[src/rtl/sha256_msg_ctrl.sv]
// Multi-block message sequencer for a single SHA256top compression core:
// accepts padded blocks, chains intermediate hashes, presents the final digest.
`timescale 1ns/1ps

// state | meaning
// IDLE  | waiting for the first block of a message; chain holds H0
// RUN   | core_start held high until the core reports done
// DROP  | core_start low, waiting for core_done to fall
// NEXT  | waiting for the next block; chain holds the intermediate hash
// OUT   | digest presented, waiting for digest_ack
// DRAIN | message discarded, waiting for core_done to fall
module sha256_msg_ctrl #(
  parameter int CNT_W = 16
) (
  input  logic             clk,
  input  logic             reset,
  input  logic             blk_valid,
  output logic             blk_ready,
  input  logic [511:0]     blk_data,
  input  logic             blk_last,
  input  logic             abort,
  output logic [255:0]     digest,
  output logic             digest_valid,
  input  logic             digest_ack,
  output logic             busy,
  output logic [CNT_W-1:0] block_count,
  output logic             chain_zero_err,
  output logic             core_start,
  output logic [511:0]     core_w,
  output logic [255:0]     core_iv,
  input  logic [255:0]     core_result,
  input  logic             core_done
);

  localparam logic [255:0] H0 = {32'h6a09e667, 32'hbb67ae85, 32'h3c6ef372, 32'ha54ff53a,
                                 32'h510e527f, 32'h9b05688c, 32'h1f83d9ab, 32'h5be0cd19};

  typedef enum logic [2:0] {
    S_IDLE  = 3'd0,
    S_RUN   = 3'd1,
    S_DROP  = 3'd2,
    S_NEXT  = 3'd3,
    S_OUT   = 3'd4,
    S_DRAIN = 3'd5
  } state_t;

  state_t             state_q, state_d;
  logic               armed_q;
  logic [511:0]       blk_q;
  logic               last_q;
  logic [255:0]       chain_q;
  logic [255:0]       digest_q;
  logic [CNT_W-1:0]   count_q;
  logic               zero_err_q;

  logic               accept_ok;
  logic               handshake;
  logic               capture;
  logic               reload;
  logic               load_digest;
  logic               result_has_zero;

  // armed_q keeps blk_ready low while reset is held; ready is also withheld
  // while a stale core_done is high so core_start never rises against it.
  assign accept_ok = armed_q && !core_done &&
                     ((state_q == S_IDLE) || ((state_q == S_NEXT) && !abort));
  assign handshake = blk_valid && accept_ok;

  assign capture     = (state_q == S_RUN) && !abort && core_done;
  assign load_digest = (state_q == S_DROP) && !abort && !core_done && last_q;
  assign reload      = ((state_q == S_OUT) && digest_ack) ||
                       ((state_q == S_DRAIN) && !core_done);

  always_comb begin
    result_has_zero = 1'b0;
    for (int i = 0; i < 8; i++) begin
      if (core_result[32*i +: 32] == 32'd0) result_has_zero = 1'b1;
    end
  end

  always_comb begin
    state_d = state_q;
    case (state_q)
      S_IDLE:  if (handshake) state_d = S_RUN;
      S_RUN: begin
        if (abort)          state_d = S_DRAIN;
        else if (core_done) state_d = S_DROP;
      end
      S_DROP: begin
        if (abort)           state_d = S_DRAIN;
        else if (!core_done) state_d = last_q ? S_OUT : S_NEXT;
      end
      S_NEXT: begin
        if (abort)          state_d = S_DRAIN;
        else if (handshake) state_d = S_RUN;
      end
      S_OUT:   if (digest_ack) state_d = S_IDLE;
      S_DRAIN: if (!core_done) state_d = S_IDLE;
      default: state_d = S_IDLE;
    endcase
  end

  always_ff @(posedge clk or negedge reset) begin
    if (!reset) begin
      state_q <= S_IDLE;
      armed_q <= 1'b0;
    end else begin
      state_q <= state_d;
      armed_q <= 1'b1;
    end
  end

  always_ff @(posedge clk or negedge reset) begin
    if (!reset) begin
      blk_q      <= '0;
      last_q     <= 1'b0;
      chain_q    <= H0;
      digest_q   <= '0;
      count_q    <= '0;
      zero_err_q <= 1'b0;
    end else begin
      if (handshake) begin
        blk_q  <= blk_data;
        last_q <= blk_last;
      end
      if (handshake && (state_q == S_IDLE)) begin
        count_q    <= '0;
        zero_err_q <= 1'b0;
      end
      if (capture) begin
        chain_q <= core_result;
        if (count_q != {CNT_W{1'b1}}) count_q <= count_q + 1'b1;
        // the core would silently swap a zero chaining word for its default IV
        if (!last_q && result_has_zero) zero_err_q <= 1'b1;
      end
      if (reload)      chain_q  <= H0;
      if (load_digest) digest_q <= chain_q;
    end
  end

  assign blk_ready      = accept_ok;
  assign busy           = (state_q != S_IDLE);
  assign core_start     = (state_q == S_RUN);
  assign digest_valid   = (state_q == S_OUT);
  assign digest         = digest_q;
  assign block_count    = count_q;
  assign chain_zero_err = zero_err_q;
  assign core_w         = blk_q;
  assign core_iv        = chain_q;

endmodule

[config.mk]
export PLATFORM = sky130hd
export DESIGN_NAME = sha256_msg_ctrl
export DESIGN_NICKNAME = d
export VERILOG_FILES = /design/src/rtl/sha256_msg_ctrl.sv
export SDC_FILE = /design/constraint.sdc
export NUM_CORES = 1
export LEC_CHECK = 0
export ABC_AREA = 1
export ABC_CLOCK_PERIOD_IN_PS = 2400
export BUFFER_PORTS_ARGS = -buffer_cell sky130_fd_sc_hd__buf_2
export CAP_MARGIN = 25
export CORE_AREA = 2 2 711 713
export CTS_CLUSTER_SIZE = 30
export DETAILED_ROUTE_END_ITERATION = 8
export DIE_AREA = 0 0 713 715
export GPL_TIMING_DRIVEN = 1
export PLACE_DENSITY = 0.3
export SYNTH_ARGS = -nofsm -noshare
export SYNTH_HDL_FRONTEND = slang
export SYNTH_SLANG_ARGS = --single-unit
[constraint.sdc]
create_clock -name clk -period 2.4 [get_ports clk]
set_clock_uncertainty 0.2 [all_clocks]
set_input_delay 0.24 -clock clk [delete_from_list [all_inputs] [get_ports clk]]
set_output_delay 0.24 -clock clk [all_outputs]
set_load 0.005 [all_outputs]
==> Word level (Yosys, flattened, before mapping) <==
Cells that the tools add are included.
{ "word_totals": {"wordCells": 75, "inputBits": 775, "register_bits": 1046, "output_inout_bits": 1045} }
{ "op_classes": {"addsub": 1, "reduce_logical": 30, "n_mux": 26, "eq_ne": 10} }
{ "ops": {"columns": ["op", "count"], "rows": [
  ["$mux 256", 2],
  ["$logic_not 32->1", 8],
  ["$mux 16", 3],
  ["$mux 3", 9],
  ["$pmux 3 s6", 1],
  ["$add 16x1->16 const B", 1],
  ["$ne 16x16->1 const B", 1],
  ["$logic_and 1x1->1", 13],
  ["$mux 1", 11],
  ["$eq 3x2->1 const B", 2],
  ["$eq 3x3->1 const B", 2],
  ["$reduce_and 4->1", 1],
  ["$eq 3x1->1 const B", 1],
  ["$logic_not 1->1", 3],
  ["$logic_not 3->1", 1],
  ["$ne 3x2->1 const B", 1],
  ["$ne 3x3->1 const B", 1],
  ["$reduce_bool 3->1", 1],
  ["$logic_or 1x1->1", 2],
  ["$ne 2x1->1 const B", 1],
  ["$ne 2x2->1 const B", 1],
  ["$reduce_bool 2->1", 1]
]} }

==> Longest topological paths before layout <==
{ "logic_depth": {"ltp_word": 12, "depth_mapped": 12} }

==> Worst setup path after synthesis <==
No wires, ideal clock.
{ "synth_path": {"kind": "register to register", "start": "register count_q[0], in the netlist block_count[0]", "end": "register count_q[7], in the netlist block_count[7]", "setup_time_ns": 0.121, "n_path_buf": 1, "synth_period_minus_slack_ns": 2.005, "path_slack_ns": 0.395, "stages_incl_launch_ff": 12, "arrival_time_ns": 1.684, "cell_sequence": "dfrtp_1 ha_1 nand3_1 nor3_2 nand2_1 nor2_1 nand2_1 nand2_1 buf_2 nand2_1 nand2_1 nor2_1"} }
{ "synth_between": {"elab_chain_len": 3, "elab_cells_between_ends": 4, "cone_classes": "add/sub: 1; eq/ne: 1; mux: 2"} }
{ "synth_rtl": {"columns": ["item", "line_no", "rtl"], "rows": [
  ["start: declaration", "53", "logic [CNT_W-1:0] count_q;"],
  ["start signal: assignment", "132", "if (count_q != {CNT_W{1'b1}}) count_q <= count_q + 1'b1;"],
  ["$add 16x1->16 or $ne 16x16->1 (tied branches)", "132", null],
  ["$mux 16 (*)", "132", null],
  ["$mux 16 (*)", "130", "if (capture) begin"]
]} }
Mark *: on every way between the ends. The rest lies on a longest branch, timed or not.
A chain may end at the register's enable or synchronous reset.

==> Final worst setup path <==
{ "layout_path": {"start": "register state_q[1]", "end": "output port blk_ready"} }
{ "layout_between": {"elab_chain_len": 4, "elab_cells_between_ends": 5, "cone_classes": "eq/ne: 1; reduce/logical: 4"} }
{ "layout_rtl": {"columns": ["item", "line_no", "rtl"], "rows": [
  ["start: declaration", "47", "state_t state_q, state_d;"],
  ["start signal: assignment", "108", "state_q <= state_d;"],
  ["$eq 3x2->1", "66", "((state_q == S_IDLE) || ((state_q == S_NEXT) && !abort));"],
  ["$logic_and 1x1->1", "66", null],
  ["$logic_or 1x1->1 (*)", "66", null],
  ["$logic_and 1x1->1 (*)", "65", "assign accept_ok = armed_q && !core_done &&"],
  ["end: declaration", "18", "output logic blk_ready,"]
]} }
Marks and branches as above.

==> impl_metrics.json <==
{
  "status": "finished, violations left",
  "violations": "setup timing",
  "fin_crit_sh_pct": 108,
  "fin_util_pct": 16.7,
  "finalPower_mw": 91.0,
  "yosys_most_used_dff": "dfrtp_1",
  "setup_viol": 274,
  "nNetsFinal": 8646,
  "start_util_pct": 8.77,
  "first_global_vias": 48200,
  "yosysSeqAreaShare_pct": 59.7,
  "timing.final.ws_setup_ns": -0.196,
  "synth.net_count": 5312,
  "netlist_area_um2": 44100,
  "routedWlPerCell_um": 25.9,
  "setup_tns_ns": -19.80,
  "arrival_ns": 2.16,
  "holdWs_ns": 0.0852,
  "via_per_inst": 3.22,
  "synth_cell_type_count": 35,
  "grt_use_total_pct": 14.4,
  "power_density_nw_per_um2": 1090,
  "critPathMaxFanout": 3,
  "cts_tree": "yes",
  "antenna_left": 0,
  "tightest_slew_ns": 0.804,
  "r2r_start": "state_q[2]$_DFFE_PN0P_",
  "period_needed_ns": 2.60,
  "cts_buffer_depth": 4,
  "rsz0062_at_grt": "true",
  "worstSkewPairLatency_ns": 0.84,
  "first_pass_iters": 5,
  "cp.required_ns": 1.96,
  "syn-mean-instance-area_um2": 9.72,
  "start_kind": "flip-flop",
  "core_um2": 503000,
  "hold_class": "primary input to flip-flop",
  "drv_cap": 0,
  "numCtsBuffers": 157,
  "clock-sinks": 1046,
  "cp_slowest_stage_delay_ns": 0.42,
  "routabilityCongestion": 0.937,
  "synth_most_common_cell": "nand2_1",
  "synth-edff-count": 0,
  "synth.area.top_cells": "dfrtp_1 52%, nand2_1 13%, nand3_2 9.1%",
  "areaGrowthSynthToFinish_pct": 89.9,
  "hold_viol": 0,
  "place_ws_ns": 0.0140,
  "worstPathCellList": "nor3_2, inv_2, a21boi_4, buf_12, buf_16, buf_6",
  "gr-total-overflow": 0,
  "slew_violations": 0,
  "postSynthCellCount": 4536,
  "final_layout_size_suffix_gt1_share_pct": 38.3,
  "worstSetupStartpoint": "state_q[1]$_DFFE_PN0P_",
  "portBuffers": 1819,
  "synth-async-reset-ratio_pct": 100,
  "dr.first_iter.drc_count": 3404,
  "cts_root_buffer": "clkbuf_16",
  "peakVddDrop_uv": 442,
  "fillers": 57100,
  "die_width_um": 713,
  "ys_ff_latch": 1046,
  "totalWireLength_mm": 382,
  "crit_type": "flip-flop to output pin",
  "grt_first_pass_wirelength_mm": 492,
  "p_leak_nw": 39.6,
  "chipHeight_um": 715,
  "slowest_stage": "dfrtp_2",
  "io_pins": 1820,
  "maxSlewHeadroom_pct": 46.4,
  "synth.cells.most_frequent": "1483 x nand2_1, 910 x dfrtp_1, 401 x nand3_2",
  "num_vias": 47500,
  "yosys_warnings": 0,
  "dp_hpwl_mm": 318,
  "synth_top_area_share_pct": 51.6,
  "max_freq_mhz": 385,
  "rows": 261,
  "die_area_um2": 510000,
  "grt_antenna_before_repair": 175,
  "drc": 0,
  "cts.reportedPaths.clkPinSlew_ns": 0.06,
  "synth_top_area_cell": "dfrtp_1",
  "grt_max_degree": 77,
  "critPathCaptureType": "output pin",
  "hp-start": "blk_data[501]",
  "htreeDepth": 4
}
## worst paths after layout
kind | to | cells past startpoint | slack (ns)
worst max-delay path | blk_ready | 6 | -0.20
worst min-delay path | core_w[501]$_DFFE_PN0P_ | 4 | 0.09
worst max register to register | core_iv[225]$_DFFE_PN1P_ | 8 | -0.16
worst min register to register | core_w[316]$_DFFE_PN0P_ | 2 | 0.27
max in group asynchronous | core_iv[182]$_DFFE_PN1P_ | 4 | 1.15
min in group asynchronous | core_w[89]$_DFFE_PN0P_ | 3 | 0.17
## stage by stage
step | area [um2] | instances
2_1_floorplan | 44100 | 4536
6_report | 83800 | 14800
4_1_cts | 82500 | 14700
3_3_place_gp | 62300 | 13000
5_1_grt | 83700 | 14700
3_5_place_dp | 62300 | 13000
## per-layer routing
metal	GRT usage [%]	vias up	wire length [um]
met4	2.83	42	8800
met1	19.6	23600	173000
met3	7.33	502	48500
met2	20.2	2087	152000
met5	0	-	265
li1	-	21300	-
## cell type report
type / count / area (um2) / area share (%)
Clock buffer: 231 / 4620 / 5.52
Tap cell: 6706 / 8390 / 10.0
Multi-Input combinational cell: 2870 / 15400 / 18.4
Sequential cell: 1046 / 26300 / 31.5
Antenna cell: 63 / 158 / 0.188
Timing Repair Buffer: 3461 / 26900 / 32.1
Clock inverter: 53 / 634 / 0.757
Inverter: 334 / 1260 / 1.51
## report_power, final
part / total, mW / switching [mW] / internal (mW)
logic: 36.4 / 23.4 / 13.0
registers: 30.3 / 5.00 / 25.3
clock network: 24.3 / 9.96 / 14.4
## what timing repair did
| item | CTS | global route |
|---|---|---|
| setup endpoints to repair | 56 | 488 |
| cloned | 18 | 11 |
| resized for setup | 196 | 175 |
| hold buffers | 1312 | 0 |
| hold endpoints to repair | 1791 | 0 |
| pin swaps | 10 | 64 |
| buffers inserted | 41 | 17 |
## cell families after synthesis
logic type | share of synthesized area (%)
buffers and inverters | 7.55
and+or+nand+nor | 26.2
other | 0.00850
AOI/OAI and AO/OA | 6.34
xor gates and xnor gates | 0.119
DFF | 59.7
adders and majority gates | 0.0284
## critical path: cells and delay by family (launching register included)
family	cells	cell delay, ns
buffers and inverters	4	0.43
DFF	1	0.42
and+or+nand+nor	1	0.22
AOI/OAI and AO/OA	1	0.22
## state kept, by name, indices dropped and copies added, names as in the netlist
name / flops
state_q: 3
block_count: 16
core_iv: 256
last_q: 1
chain_zero_err: 1
digest: 256
armed_q: 1
core_w: 512
## cell usage in the layout (no fill, tap or decap), types with 86 or more instances in the layout
| cell type | n |
|---|---|
| a21oi_1 | 109 |
| buf_12 | 86 |
| buf_2 | 1814 |
| buf_4 | 153 |
| clkbuf_16 | 171 |
| dfrtp_1 | 908 |
| dfstp_2 | 136 |
| dlygate4sd3_1 | 1311 |
| inv_1 | 329 |
| nand2_1 | 1419 |
| nand3_1 | 97 |
| nand3_2 | 366 |
| nor2_1 | 255 |
| o21ai_0 | 301 |
(Power assumes the default switching activity.)
